<file path="src/rtl/regbank_dumper.sv">
// regbank_dumper
//   Sweeps an inclusive, wrapping address range of a RegBank through its two
//   combinational read ports, fetching up to two words per clock, and streams
//   each word with its address over a valid/ready handshake.
//
//   Parameters: ADDR_W (address width), DATA_W (word width),
//               FIFO_D (output buffer depth, power of two, >= 2)
//   Ports:
//     clk, reset (async, active-low)
//     start, first, last          : dump request and inclusive range
//     rd_addr_a/b, rd_data_a/b    : RegBank read ports a and b
//     out_valid/out_ready         : output handshake
//     out_data/out_addr/out_last  : word, its address, final-word tag
//     busy, done                  : dump in progress / one-cycle completion
module regbank_dumper #(
   parameter int unsigned ADDR_W = 5,
   parameter int unsigned DATA_W = 64,
   parameter int unsigned FIFO_D = 4
) (
   input  logic              clk,
   input  logic              reset,
   input  logic              start,
   input  logic [ADDR_W-1:0] first,
   input  logic [ADDR_W-1:0] last,
   output logic [ADDR_W-1:0] rd_addr_a,
   output logic [ADDR_W-1:0] rd_addr_b,
   input  logic [DATA_W-1:0] rd_data_a,
   input  logic [DATA_W-1:0] rd_data_b,
   output logic              out_valid,
   input  logic              out_ready,
   output logic [DATA_W-1:0] out_data,
   output logic [ADDR_W-1:0] out_addr,
   output logic              out_last,
   output logic              busy,
   output logic              done
);

   localparam int unsigned PW = $clog2(FIFO_D);
   localparam int unsigned RW = ADDR_W + 1;

   localparam logic [PW:0]       F_ONE  = (PW+1)'(1);
   localparam logic [PW:0]       F_TWO  = (PW+1)'(2);
   localparam logic [PW:0]       F_DEP  = (PW+1)'(FIFO_D);
   localparam logic [PW-1:0]     I_ONE  = PW'(1);
   localparam logic [RW-1:0]     R_ONE  = RW'(1);
   localparam logic [RW-1:0]     R_TWO  = RW'(2);
   localparam logic [ADDR_W-1:0] A_ONE  = ADDR_W'(1);
   localparam logic [ADDR_W-1:0] A_TWO  = ADDR_W'(2);

   typedef enum logic [1:0] {S_IDLE, S_FETCH, S_DRAIN, S_DONE} state_t;

   state_t            state_q;
   logic [ADDR_W-1:0] ptr_a_q;
   logic [ADDR_W-1:0] ptr_b_q;
   logic [RW-1:0]     rem_q;
   logic              busy_q;
   logic              done_q;

   logic [DATA_W-1:0] fifo_data_q [FIFO_D];
   logic [ADDR_W-1:0] fifo_addr_q [FIFO_D];
   logic              fifo_last_q [FIFO_D];
   logic [PW:0]       wr_q;
   logic [PW:0]       rd_q;

   logic [PW:0]       count;
   logic [PW:0]       free;
   logic [PW-1:0]     wr_idx1;
   logic [ADDR_W-1:0] span;
   logic [RW-1:0]     range_n;
   logic              pop;
   logic              push_pair;
   logic              push_one;
   logic              final_pair;

   always_comb begin
      count      = wr_q - rd_q;
      // Space is judged on occupancy before this cycle's pop.
      free       = F_DEP - count;
      wr_idx1    = wr_q[PW-1:0] + I_ONE;
      span       = last - first;
      range_n    = {1'b0, span} + R_ONE;
      pop        = (count != '0) && out_ready;
      push_pair  = (state_q == S_FETCH) && (rem_q >= R_TWO) && (free >= F_TWO);
      push_one   = (state_q == S_FETCH) && (rem_q == R_ONE) && (free >= F_ONE);
      final_pair = (rem_q == R_TWO);
   end

   // The read pointers double as the read-port addresses; they are not
   // advanced on the final push so the ports hold once fetching ends.
   assign rd_addr_a = ptr_a_q;
   assign rd_addr_b = ptr_b_q;
   assign out_valid = (count != '0);
   assign out_data  = fifo_data_q[rd_q[PW-1:0]];
   assign out_addr  = fifo_addr_q[rd_q[PW-1:0]];
   assign out_last  = fifo_last_q[rd_q[PW-1:0]];
   assign busy      = busy_q;
   assign done      = done_q;

   always_ff @(posedge clk or negedge reset) begin
      if (!reset) begin
         state_q <= S_IDLE;
         ptr_a_q <= '0;
         ptr_b_q <= '0;
         rem_q   <= '0;
         busy_q  <= 1'b0;
         done_q  <= 1'b0;
         wr_q    <= '0;
         rd_q    <= '0;
         for (int unsigned i = 0; i < FIFO_D; i++) begin
            fifo_data_q[i] <= '0;
            fifo_addr_q[i] <= '0;
            fifo_last_q[i] <= 1'b0;
         end
      end else begin
         if (pop) begin
            rd_q <= rd_q + F_ONE;
         end

         if (push_pair) begin
            fifo_data_q[wr_q[PW-1:0]] <= rd_data_a;
            fifo_addr_q[wr_q[PW-1:0]] <= ptr_a_q;
            fifo_last_q[wr_q[PW-1:0]] <= 1'b0;
            fifo_data_q[wr_idx1]      <= rd_data_b;
            fifo_addr_q[wr_idx1]      <= ptr_b_q;
            fifo_last_q[wr_idx1]      <= final_pair;
            wr_q                      <= wr_q + F_TWO;
         end else if (push_one) begin
            fifo_data_q[wr_q[PW-1:0]] <= rd_data_a;
            fifo_addr_q[wr_q[PW-1:0]] <= ptr_a_q;
            fifo_last_q[wr_q[PW-1:0]] <= 1'b1;
            wr_q                      <= wr_q + F_ONE;
         end

         case (state_q)
            S_IDLE: begin
               if (start) begin
                  ptr_a_q <= first;
                  ptr_b_q <= first + A_ONE;
                  rem_q   <= range_n;
                  busy_q  <= 1'b1;
                  state_q <= S_FETCH;
               end
            end
            S_FETCH: begin
               if (push_pair) begin
                  rem_q <= rem_q - R_TWO;
                  if (final_pair) begin
                     state_q <= S_DRAIN;
                  end else begin
                     ptr_a_q <= ptr_a_q + A_TWO;
                     ptr_b_q <= ptr_b_q + A_TWO;
                  end
               end else if (push_one) begin
                  rem_q   <= '0;
                  state_q <= S_DRAIN;
               end
            end
            S_DRAIN: begin
               if (pop && (count == F_ONE)) begin
                  busy_q  <= 1'b0;
                  done_q  <= 1'b1;
                  state_q <= S_DONE;
               end
            end
            S_DONE: begin
               done_q  <= 1'b0;
               state_q <= S_IDLE;
            end
            default: state_q <= S_IDLE;
         endcase
      end
   end

endmodule

</file>
<file path="config.mk">
export PLATFORM = sky130hd
export DESIGN_NAME = regbank_dumper
export DESIGN_NICKNAME = d
export VERILOG_FILES = /design/src/rtl/regbank_dumper.sv
export SDC_FILE = /design/constraint.sdc
export NUM_CORES = 1
export LEC_CHECK = 0
export ABC_AREA = 1
export BUFFER_PORTS_ARGS = -buffer_cell sky130_fd_sc_hd__buf_2
export CAP_MARGIN = 10
export CORE_MARGIN = 2
export CORE_UTILIZATION = 35
export DETAILED_ROUTE_END_ITERATION = 6
export PLACE_DENSITY_LB_ADDON = 0.1
export SYNTH_ARGS = -nofsm -noshare
export SYNTH_HDL_FRONTEND = slang
export SYNTH_SLANG_ARGS = --single-unit
</file>
<file path="constraint.sdc">
create_clock -name clk -period 6.4 [get_ports clk]
set_input_delay 0.32 -clock clk [delete_from_list [all_inputs] [get_ports clk]]
set_output_delay 0.32 -clock clk [all_outputs]
set_load 0.01 [all_outputs]
</file>
==> qor.csv, run 1 <==
stage,metric,value,unit
outcome,status,"finished, final reports clean",
clocking,clk buf depth,3,
setup_path,Setup crit end kind,register,
cells_and_area,Layout area overhead,13.0,%
clocking,Clock transition at path regs,50,ps
power_and_ir_drop,Reg power frac,0.248,
synthesis,Syn Inst Count,2878,
sta,# setup viols final,0,
floorplan,die area,0.0604,mm^2
setup_path,CP arrival,4870,ps
route,1st-iter DRT viols,1588,
global_route,largest net degree at the start of global routing,154,
synthesis,Synth Register Bits,306,
setup_path,worst-path maximum fanout,153,
synthesis,"area leader, netlist",dfrtp_1,
placement,Placed Cells,3664,
route,Vias/cell,5.36,
sta,Final Hold Viols,0,
floorplan,Core Region,0.0577,mm^2
route,"antenna viol nets, final",0,
cells_and_area,"Core Util, Final",0.401,
synthesis,"Net Count, Synth",3046,
placement,port bufs,224,
sta,setup TNS,0,ps
floorplan,row cnt,88,
synthesis,"EDFF count, synth",0,
setup_path,Crit Reg-Reg Endpoint,fifo_data_q[68],
global_route,GR Overflow Total,0,
cells_and_area,layout cells sized above 1,0.131,
synthesis,adder-cell share of the synthesized area,0.0166,
route,via count,20000,
cells_and_area,Final #Nets,3111,
cells_and_area,Finished Layout Cells,3739,
sta,relative slew slack,0.249,
power_and_ir_drop,sw frac,0.503,
global_route,first-pass GRT wire length,107000,um
floorplan,Die X,246,um
floorplan,die height,246,um
clocking,CTS Buf Count,41,
synthesis,largest family of logic cells by synthesized area,compound AO/OA/AOI/OAI gates,
route,final wirelength,66700,um
global_route,GRT Util Overall,0.220,
synthesis,yosys warns,0,
sta,Final period util,0.687,
floorplan,Ports,225,
synthesis,Post-Synth XOR/XNOR Area,0.00471,
synthesis,mux cell area share after synthesis,0.000489,
worst_hold_path,Hold Path Depth,2,
global_route,met3 Use GR,0.0368,
synthesis,ys flop type,dfrtp_1,
power_and_ir_drop,Power Density,590,mW/mm^2
sta,clock skew,14.1,ps
power_and_ir_drop,Pint,6.78,mW
synthesis,Netlist Area Pre-Place,0.0205,mm^2
synthesis,sequential area share after synthesis,0.374,
clocking,root buffer selected by CTS,clkbuf_16,
power_and_ir_drop,combinational share of power,0.582,
sta,count of pins over their slew limit,0,
synthesis,synth top area cells,"dfrtp_1 (37%), nand2_1 (13%), o21ai_0 (11%), o211ai_1 (8.2%), inv_1 (7.0%)",
sta,fmax,0.227,GHz
global_route,antenna violations before repair,10,
clocking,CTS tree,built,
power_and_ir_drop,Max VDD drop,0.535,mV
route,routed length per instance,17.8,um
synthesis,Synth Area in Simple Gates,0.147,
synthesis,asr flop ratio synth,1.00,
synthesis,Synth Area in Compound Gates,0.329,
floorplan,Initial Util,0.355,
setup_path,FF-to-FF path depth,12,
global_route,met2 GRT Util,0.363,
synthesis,cell with the most instances after synthesis,nand2_1,
sta,final hold slack,56.2,ps
cells_and_area,Multi-input gate area,0.0103,mm^2
global_route,GR Util met1,0.295,
synthesis,synthesized area per cell,7.11,um^2
power_and_ir_drop,Clock power frac,0.170,
placement,post-DP HPWL,39100,um
cells_and_area,Reg area,0.00766,mm^2
setup_path,crit start category,register,
cells_and_area,fillers,6030,
global_route,vias in the first global route,19600,
setup_path,Required @ worst endpoint,6870,ps
synthesis,commonest cells in the synthesized netlist,"nand2_1 (694), o21ai_0 (432), inv_1 (383), dfrtp_1 (306), o211ai_1 (223)",
sta,Slew @ Worst Pin,1130,ps
setup_path,reg2reg setup slack,2000,ps
worst_hold_path,worst min path class,primary input to register,
clocking,total clock sinks,306,
power_and_ir_drop,Switch Pwr,6.86,mW
synthesis,Synth top area share,0.374,
worst_hold_path,Hold EP,rd_addr_b[0],
global_route,gr busiest metal,met2,
sta,unrepaired setup endpoints after global routing,no,
clocking,htree depth,2,
clocking,post-CTS setup buffer count,0,
power_and_ir_drop,Tot Pwr,13.6,mW
route,DR DRC count,0,
clocking,clock insertion delay at the later pin of the skew report,550,ps
worst_hold_path,min-delay src,first[0],
power_and_ir_drop,Pleak,9.79,nW
setup_path,Crit Path Category,register to register,
setup_path,RR Startpoint,rd_q[0],
route,Pre-Repair DR Iteration Count,6,
sta,fin crit period,4400,ps
synthesis,Yosys cell types,39,
placement,GPL Wtd Cong,0.797,
run,MaxCap Viol Count,0,
==> metal layers <==
| metal | wire (um) | vias up |
|---|---|---|
| met2 | 30700 | 467 |
| met1 | 30700 | 9720 |
| met5 | 86 | - |
| met4 | 1540 | 12 |
| li1 | - | 9746 |
| met3 | 3610 | 103 |
==> kinds of logic after synthesis <==
logic type,Yosys count
flip-flops,306
AND/OR/NAND/NOR,767
AO/OA/AOI/OAI,1148
buffers and inverters,619
multiplexers,1
XOR/XNOR,11
adder cells (fa/ha/maj),26
==> cells in the final DEF (no fill, tap or decap), types with 3 or more instances in the layout <==
cell and instances:
clkinv_2 4, nand3_1 26, ha_1 20, buf_12 7
diode_2 5, a21oi_1 216, dfrtp_1 305, buf_4 21
nand2_2 3, nor2_4 5, buf_2 223, o211ai_1 223
nor2_1 28, nand2_1 694, o21ai_0 432, xor2_1 9
clkbuf_1 11, clkbuf_16 41, inv_2 4, inv_1 381
clkbuf_8 10, bufinv_16 3, ha_4 4, o21ai_1 213
o211ai_2 53, o221ai_1 3
==> per-stage QoR <==
stage	worst slack, ps	area (um^2)
after CTS	1960	23100
after floorplan	3530	20500
after global routing	1720	23100
after detailed placement	1990	21800
after global placement	2020	21800
final	2000	23100
==> critical path: stages (launching register included) <==
cell	delay, ps
dfrtp_4	860
ha_1	280
fa_1	470
ha_1	240
ha_1	290
nand2_1	80
nor2_1	40
nor2_1	160
nand2_4	220
nand2_8	750
buf_12	470
o211ai_1	170
o21ai_1	120
==> sequential cells by signal, summed over array words and instances (netlist names), 3 cells and up <==
| register | cells |
|---|---|
| rem_q | 6 |
| fifo_data_q | 256 |
| fifo_last_q | 4 |
| fifo_addr_q | 20 |
| rd_addr_b | 5 |
| rd_addr_a | 5 |
| wr_q | 3 |
| rd_q | 3 |
==> worst max-delay path by stage <==
| stage | depth (start not counted) | from | slack [ps] | endpoint |
|---|---|---|---|---|
| final | 12 | rd_q[0] | 2000 | fifo_data_q[68] |
| after global routing | 12 | rd_q[0] | 1720 | fifo_data_q[86] |
| after CTS | 12 | rd_q[0] | 1960 | fifo_data_q[120] |
| after detailed placement | 12 | rd_q[0] | 1990 | fifo_data_q[120] |
| after global placement | 13 | rd_q[0] | 2020 | fifo_data_q[189] |
| after floorplan | 16 | wr_q[0] | 3530 | fifo_last_q[3] |
==> repair_timing <==
item	4_1_cts	5_1_grt
hold endpoints to repair	80	0
gates resized for setup	0	0
hold buffers	1	0
setup endpoints to repair	0	0
==> area by class of cell <==
cell class | instances | share of cell area
clock buffers | 62 | 0.0521
inverters | 388 | 0.0635
diodes | 5 | 0.000541
repair buffers | 253 | 0.0623
well taps | 765 | 0.0414
flip-flops and latches | 306 | 0.332
multi-input cells | 1953 | 0.444
clock inverters | 7 | 0.00476
==> power groups by stage <==
stage	combinational, mW	sequential, mW	clock (mW)
after floorplan	6.00	3.23	0
after global placement	7.77	3.39	0
after detailed placement	7.98	3.41	0
after CTS	8.01	3.39	2.38
after global routing	8.98	3.50	2.46
final	7.94	3.39	2.31
Note: power is estimated with default switching activity, not from simulation.
==> inputs of run 2 (changes only) <==
- clock period: 6.4 -> 4.3 ns (I/O delays scaled with it)
==> qor.csv, run 2 (same netlist as run 1, synthesis figures left out) <==
stage,metric,value,unit,change
global_route,GRT Util Overall,0.221,,+0.000383
floorplan,Initial Util,0.355,,unchanged
clocking,post-CTS setup buffer count,0,,unchanged
sta,Final Hold Viols,0,,unchanged
global_route,largest net degree at the start of global routing,139,,-9.7%
setup_path,FF-to-FF path depth,14,,+2
route,DR DRC count,0,,unchanged
clocking,CTS tree,built,,
setup_path,crit path capture,fifo_data_q[15],,
floorplan,die area,0.0604,mm^2,unchanged
cells_and_area,layout cells sized above 1,0.133,,+0.00124
clocking,htree depth,2,,unchanged
run,MaxCap Viol Count,0,,unchanged
sta,Final period util,0.864,,+0.177
floorplan,die height,246,um,unchanged
cells_and_area,"most common cell after layout, fill and taps aside",nand2_1,,
clocking,CTS Buf Count,41,,unchanged
sta,fmax,0.269,GHz,+18%
floorplan,row cnt,88,,unchanged
power_and_ir_drop,Clock power frac,0.157,,-0.013
sta,clock skew,25.6,ps,+11.5 ps
setup_path,CP max stage cell,dfrtp_1,,
floorplan,Die X,246,um,unchanged
sta,count of pins over their slew limit,0,,unchanged
setup_path,worst-path cell chain,inv_1 -> ha_1 -> fa_1 -> ha_1 -> ha_1 -> nand2_1 -> nor2_1 -> nor2_1 -> nand2_4 -> nor2_4 -> buf_12 -> nand2_1 -> o211ai_1 -> o21ai_0,,
setup_path,CP peak stage delay,490,ps,-370 ps
clocking,post_cts resized,0,,unchanged
setup_path,RR Startpoint,wr_q[0],,
setup_path,CP arrival,4160,ps,-710 ps
placement,post-DP HPWL,39400,um,+0.80%
route,final wirelength,66600,um,-0.13%
clocking,clock insertion delay at the later pin of the skew report,570,ps,+20 ps
placement,pre-CTS setup slack,594,ps,-1390 ps
clocking,hold_buf cts,5,,+4
cells_and_area,Largest Register,fifo_data_q,,
sta,# setup viols final,0,,unchanged
route,via count,20000,,-0.32%
power_and_ir_drop,Max VDD drop,0.498,mV,-6.9%
cells_and_area,Layout area overhead,13.7,%,
sta,relative slew slack,0.353,,+0.103
route,1st-iter DRT viols,1429,,-10%
global_route,GR Overflow Total,0,,unchanged
power_and_ir_drop,Pint,10.1,mW,+49%
sta,Slew @ Worst Pin,971,ps,-155 ps
sta,fin crit period,3710,ps,-683 ps
setup_path,Crit Reg-Reg Endpoint,fifo_data_q[15],,
sta,setup TNS,0,ps,unchanged
setup_path,CP most frequent cell,ha_1,,
cells_and_area,most frequent cells in the layout,"nand2_1 (694), o21ai_0 (432), inv_1 (381)",,
cells_and_area,Final #Nets,3128,,+0.55%
power_and_ir_drop,Power Density,873,mW/mm^2,+48%
setup_path,Crit Path Category,register to register,,
floorplan,Ports,225,,unchanged
setup_path,crit start category,register,,
cells_and_area,Regs by FF count,"fifo_data_q (256), fifo_addr_q (20), rem_q (6)",,
floorplan,Core Region,0.0577,mm^2,unchanged
route,Vias/cell,5.33,,-0.59%
setup_path,critical path launch point,wr_q[0],,
cells_and_area,"Core Util, Final",0.403,,+0.00275
placement,GPL Wtd Cong,0.794,,-0.39%
setup_path,worst-path maximum fanout,48,,-69%
worst_hold_path,worst min path class,primary input to register,,
clocking,root buffer selected by CTS,clkbuf_16,,
sta,unrepaired setup endpoints after global routing,no,,
power_and_ir_drop,Switch Pwr,10.2,mW,+49%
setup_path,Required @ worst endpoint,4740,ps,-2130 ps
placement,port bufs,224,,unchanged
clocking,total clock sinks,306,,unchanged
global_route,vias in the first global route,19500,,-0.56%
outcome,status,"finished, final reports clean",,
power_and_ir_drop,Pleak,9.85,nW,+0.62%
power_and_ir_drop,sw frac,0.504,,+0.00145
global_route,antenna violations before repair,8,,-2
clocking,Clock transition at path regs,60,ps,about the same
sta,Worst Slack Setup Final,587,ps,-1420 ps
route,routed length per instance,17.8,um,-0.39%
route,"antenna viol nets, final",0,,unchanged
route,Pre-Repair DR Iteration Count,6,,unchanged
global_route,first-pass GRT wire length,107000,um,-0.23%
clocking,clk buf depth,3,,unchanged
power_and_ir_drop,combinational share of power,0.600,,+0.018
setup_path,reg2reg setup slack,590,ps,-1420 ps
setup_path,Setup crit end kind,register,,
cells_and_area,number of flip-flops in the largest register,256,,unchanged
power_and_ir_drop,Reg power frac,0.243,,-0.005
run 2: cell type report:
type	count	area, um^2
Sequential cell	306	7660
Timing Repair Buffer	270	1730
Inverter	388	1470
Tap cell	765	957
Clock buffer	58	1160
Multi-Input combinational cell	1953	10300
Clock inverter	4	23.8
Antenna cell	5	12.5
Fill cell	6078	34400
run 2: layer usage:
metal  global-route usage  vias up  wire length [um]
li1                     -     9773                 -
met1                0.296     9620             30900
met2                0.368      494             31100
met3               0.0358       91              3250
met4               0.0572        6              1300
met5                    0        -                36
run 2: how the worst min path moves through the flow:
stage	from	endpoint	cells past startpoint
floorplan	reset	busy	0
global placement	reset	fifo_data_q[75]	1
detailed placement	reset	fifo_data_q[75]	1
CTS	rd_data_b[16]	fifo_data_q[144]	5
global route	rd_data_b[13]	fifo_data_q[13]	5
finish	rd_data_b[13]	fifo_data_q[13]	5
run 2: critical path, delay by kind of cell, from the launching register on:
kind                       cells  cell delay [ps]
adders and majority gates      4             1260
and+or+nand+nor                6             1080
buffers and inverters          2              510
DFF                            1              490
AOI/OAI and AO/OA              2              200
run 2: metrics by stage:
step / hold slack (ps) / instance area, um^2 / cells / total power [mW]
6_report: 40.0 / 23300 / 3749 / 20.3
5_1_grt: 44.3 / 23300 / 3749 / 22.3
4_1_cts: 5.99 / 23300 / 3744 / 20.5
3_5_place_dp: 390 / 22000 / 3677 / 17.2
3_3_place_gp: 401 / 22000 / 3677 / 16.9
2_1_floorplan: -80.6 / 20500 / 2878 / 13.7
run 2: power by group through the flow:
stage                     combinational [mW]  clock [mW]  sequential (mW)
after global placement                  11.9           0             4.95
after global routing                    13.8        3.41             5.09
after floorplan                         8.93           0             4.81
final                                   12.2        3.18             4.94
after detailed placement                12.3           0             4.97
after CTS                               12.3        3.29             4.94
==> inputs of run 3 (changes only) <==
- CORE_UTILIZATION: 35 -> 55
- clock period: 4.3 -> 3.7 ns (I/O delays scaled with it)
==> qor.csv, run 3 (same netlist as run 1, synthesis figures left out) <==
stage,metric,value,unit,change
route,"antenna viol nets, final",0,,unchanged
clocking,Clock transition at path regs,60,ps,about the same
global_route,vias in the first global route,19800,,+1.5%
setup_path,RR Startpoint,wr_q[1],,
setup_path,CP arrival,3880,ps,-280 ps
setup_path,worst-path cell chain,inv_1 -> fa_1 -> ha_1 -> ha_1 -> nand2_1 -> nor2_1 -> nor2_1 -> nand2_4 -> nand2_8 -> buf_12 -> o211ai_1 -> o21ai_1,,
global_route,GRT Util Overall,0.307,,+0.0863
floorplan,Initial Util,0.559,,+0.204
cells_and_area,Largest Register,fifo_data_q,,
floorplan,Core Region,0.0366,mm^2,-37%
floorplan,die height,197,um,-20%
setup_path,Setup crit end kind,register,,
route,wl on met1,25400,um,-18%
setup_path,FF-to-FF path depth,12,,-2
clocking,clk buf depth,3,,unchanged
sta,count of pins over their slew limit,0,,unchanged
cells_and_area,"most common cell after layout, fill and taps aside",nand2_1,,
run,MaxCap Viol Count,0,,unchanged
setup_path,Required @ worst endpoint,4140,ps,-600 ps
sta,relative slew slack,0.402,,+0.0496
worst_hold_path,min-delay src,rd_data_b[62],,
sta,# setup viols final,0,,unchanged
placement,GPL Wtd Cong,0.830,,+4.5%
route,WL met3,4520,um,+39%
clocking,clock insertion delay at the later pin of the skew report,530,ps,-40 ps
setup_path,worst-path maximum fanout,100,,+110%
placement,post-DP HPWL,36000,um,-8.8%
global_route,GR Overflow Total,0,,unchanged
setup_path,CP peak stage delay,570,ps,+80 ps
cells_and_area,Layout area overhead,12.7,%,
global_route,antenna violations before repair,5,,-3
cells_and_area,Reg area,0.00766,mm^2,about the same
sta,fmax,0.290,GHz,+7.7%
cells_and_area,number of flip-flops in the largest register,256,,unchanged
route,DR DRC count,0,,unchanged
route,met2 WL,27200,um,-13%
setup_path,CP max stage cell,fa_1,,
clocking,post_cts resized,0,,unchanged
sta,fin crit period,3450,ps,-266 ps
clocking,total clock sinks,306,,unchanged
cells_and_area,Final #Nets,3131,,+0.096%
cells_and_area,most frequent cells in the layout,"nand2_1 (694), o21ai_0 (432), inv_1 (381)",,
route,Pre-Repair DR Iteration Count,6,,unchanged
placement,port bufs,224,,unchanged
worst_hold_path,worst min path class,primary input to register,,
sta,setup TNS,0,ps,unchanged
worst_hold_path,Hold EP,fifo_data_q[62],,
setup_path,crit-path leading delay family,adder cells,,
route,via count,20200,,+1.0%
route,Vias/cell,5.84,,+9.6%
power_and_ir_drop,Power Density,1020,mW/mm^2,+17%
clocking,post-CTS setup buffer count,0,,unchanged
worst_hold_path,Hold Path Depth,5,,unchanged
floorplan,row cnt,70,,-20%
floorplan,Ports,225,,unchanged
setup_path,CP bufs+invs,2,,unchanged
outcome,status,"finished, final reports clean",,
clocking,CTS Buf Count,37,,-9.8%
sta,Slew @ Worst Pin,896,ps,-74.4 ps
cells_and_area,Multi-input gate area,0.0103,mm^2,unchanged
sta,unrepaired setup endpoints after global routing,no,,
setup_path,Crit Reg-Reg Endpoint,fifo_data_q[161],,
cells_and_area,layout cells sized above 1,0.137,,+0.00447
route,routed length per instance,17.0,um,-4.2%
setup_path,Crit Path Category,register to register,,
cells_and_area,Regs by FF count,"fifo_data_q (256), fifo_addr_q (20), rem_q (6)",,
power_and_ir_drop,Max VDD drop,0.731,mV,+47%
setup_path,crit start category,register,,
route,Top Metal Used,met5,,
global_route,largest net degree at the start of global routing,139,,unchanged
floorplan,Die X,197,um,-20%
cells_and_area,fillers,3237,,-47%
power_and_ir_drop,Tot Pwr,23.5,mW,+16%
route,1st-iter DRT viols,1502,,+5.1%
power_and_ir_drop,Pleak,9.93,nW,+0.79%
sta,clock skew,14.4,ps,-11.2 ps
route,final wirelength,58800,um,-12%
floorplan,die area,0.0388,mm^2,-36%
clocking,CTS tree,built,,
sta,Final Hold Viols,0,,unchanged
clocking,htree depth,2,,unchanged
global_route,first-pass GRT wire length,97900,um,-8.1%
clocking,root buffer selected by CTS,clkbuf_16,,
sta,Final period util,0.932,,+0.0681
setup_path,reg2reg setup slack,250,ps,-330 ps
## run 3: cell count changes in the layout (fill, tap and decap cells not counted), sizes merged
cell / delta
buf: +8
clkbuf: -2
bufinv: +1
diode: -1
dlygate4sd3: -1
inv: -1
## run 3: report_power, final
part / switching, mW / internal, mW
clock network: 1.44 / 2.19
registers: 0.791 / 4.96
logic: 9.34 / 4.80
total: 11.6 / 11.9
## run 3: layout make-up
cell class | instances | share of cell area
antenna | 4 | 0.000434
clock buffer | 56 | 0.0498
clock inverter | 4 | 0.00195
inverter | 388 | 0.0636
multi-input combinational | 1953 | 0.445
sequential | 306 | 0.332
tap | 468 | 0.0254
timing repair buffer | 277 | 0.0814
## run 3: worst reg2reg max path: cells and delay by family, from the launching register on
kind                       cells  cell delay [ps]
AOI/OAI and AO/OA              2              390
and+or+nand+nor                5              810
buffers and inverters          2              600
DFF                            1              490
adders and majority gates      3             1080
## run 3: how the worst max path moves through the flow
stage	from	to	slack (ps)	cells after the start
6_report	wr_q[1]	fifo_data_q[161]	250	12
5_1_grt	wr_q[1]	fifo_data_q[56]	60	13
4_1_cts	wr_q[1]	fifo_data_q[199]	290	13
3_5_place_dp	wr_q[1]	fifo_last_q[2]	320	14
3_3_place_gp	wr_q[1]	fifo_data_q[204]	400	13
2_1_floorplan	wr_q[0]	fifo_last_q[3]	830	16
## run 3: metrics by stage
| step | hold WS (ps) | instances | instance area [um^2] | util | setup slack [ps] |
|---|---|---|---|---|---|
| after floorplan | -111 | 2878 | 20500 | - | 830 |
| after detailed placement | 260 | 3388 | 21800 | 0.596 | 322 |
| after global routing | 49.9 | 3455 | 23000 | 0.629 | 58.5 |
| final | 36.1 | 3456 | 23000 | 0.630 | 253 |
| after CTS | 22.4 | 3452 | 23000 | 0.629 | 289 |
| after global placement | 270 | 3388 | 21800 | 0.596 | 399 |
## run 3: what timing repair did
item                                    4_1_cts  5_1_grt
hold buffers                                  4        0
endpoints found under the hold margin        90        0
endpoints found under the setup margin        0        0
## run 3: layer usage
metal  up-vias  GRT usage
li1       9774          -
met2       734      0.503
met3       126     0.0441
met1      9554      0.416
met4         2      0.109
met5         -          0
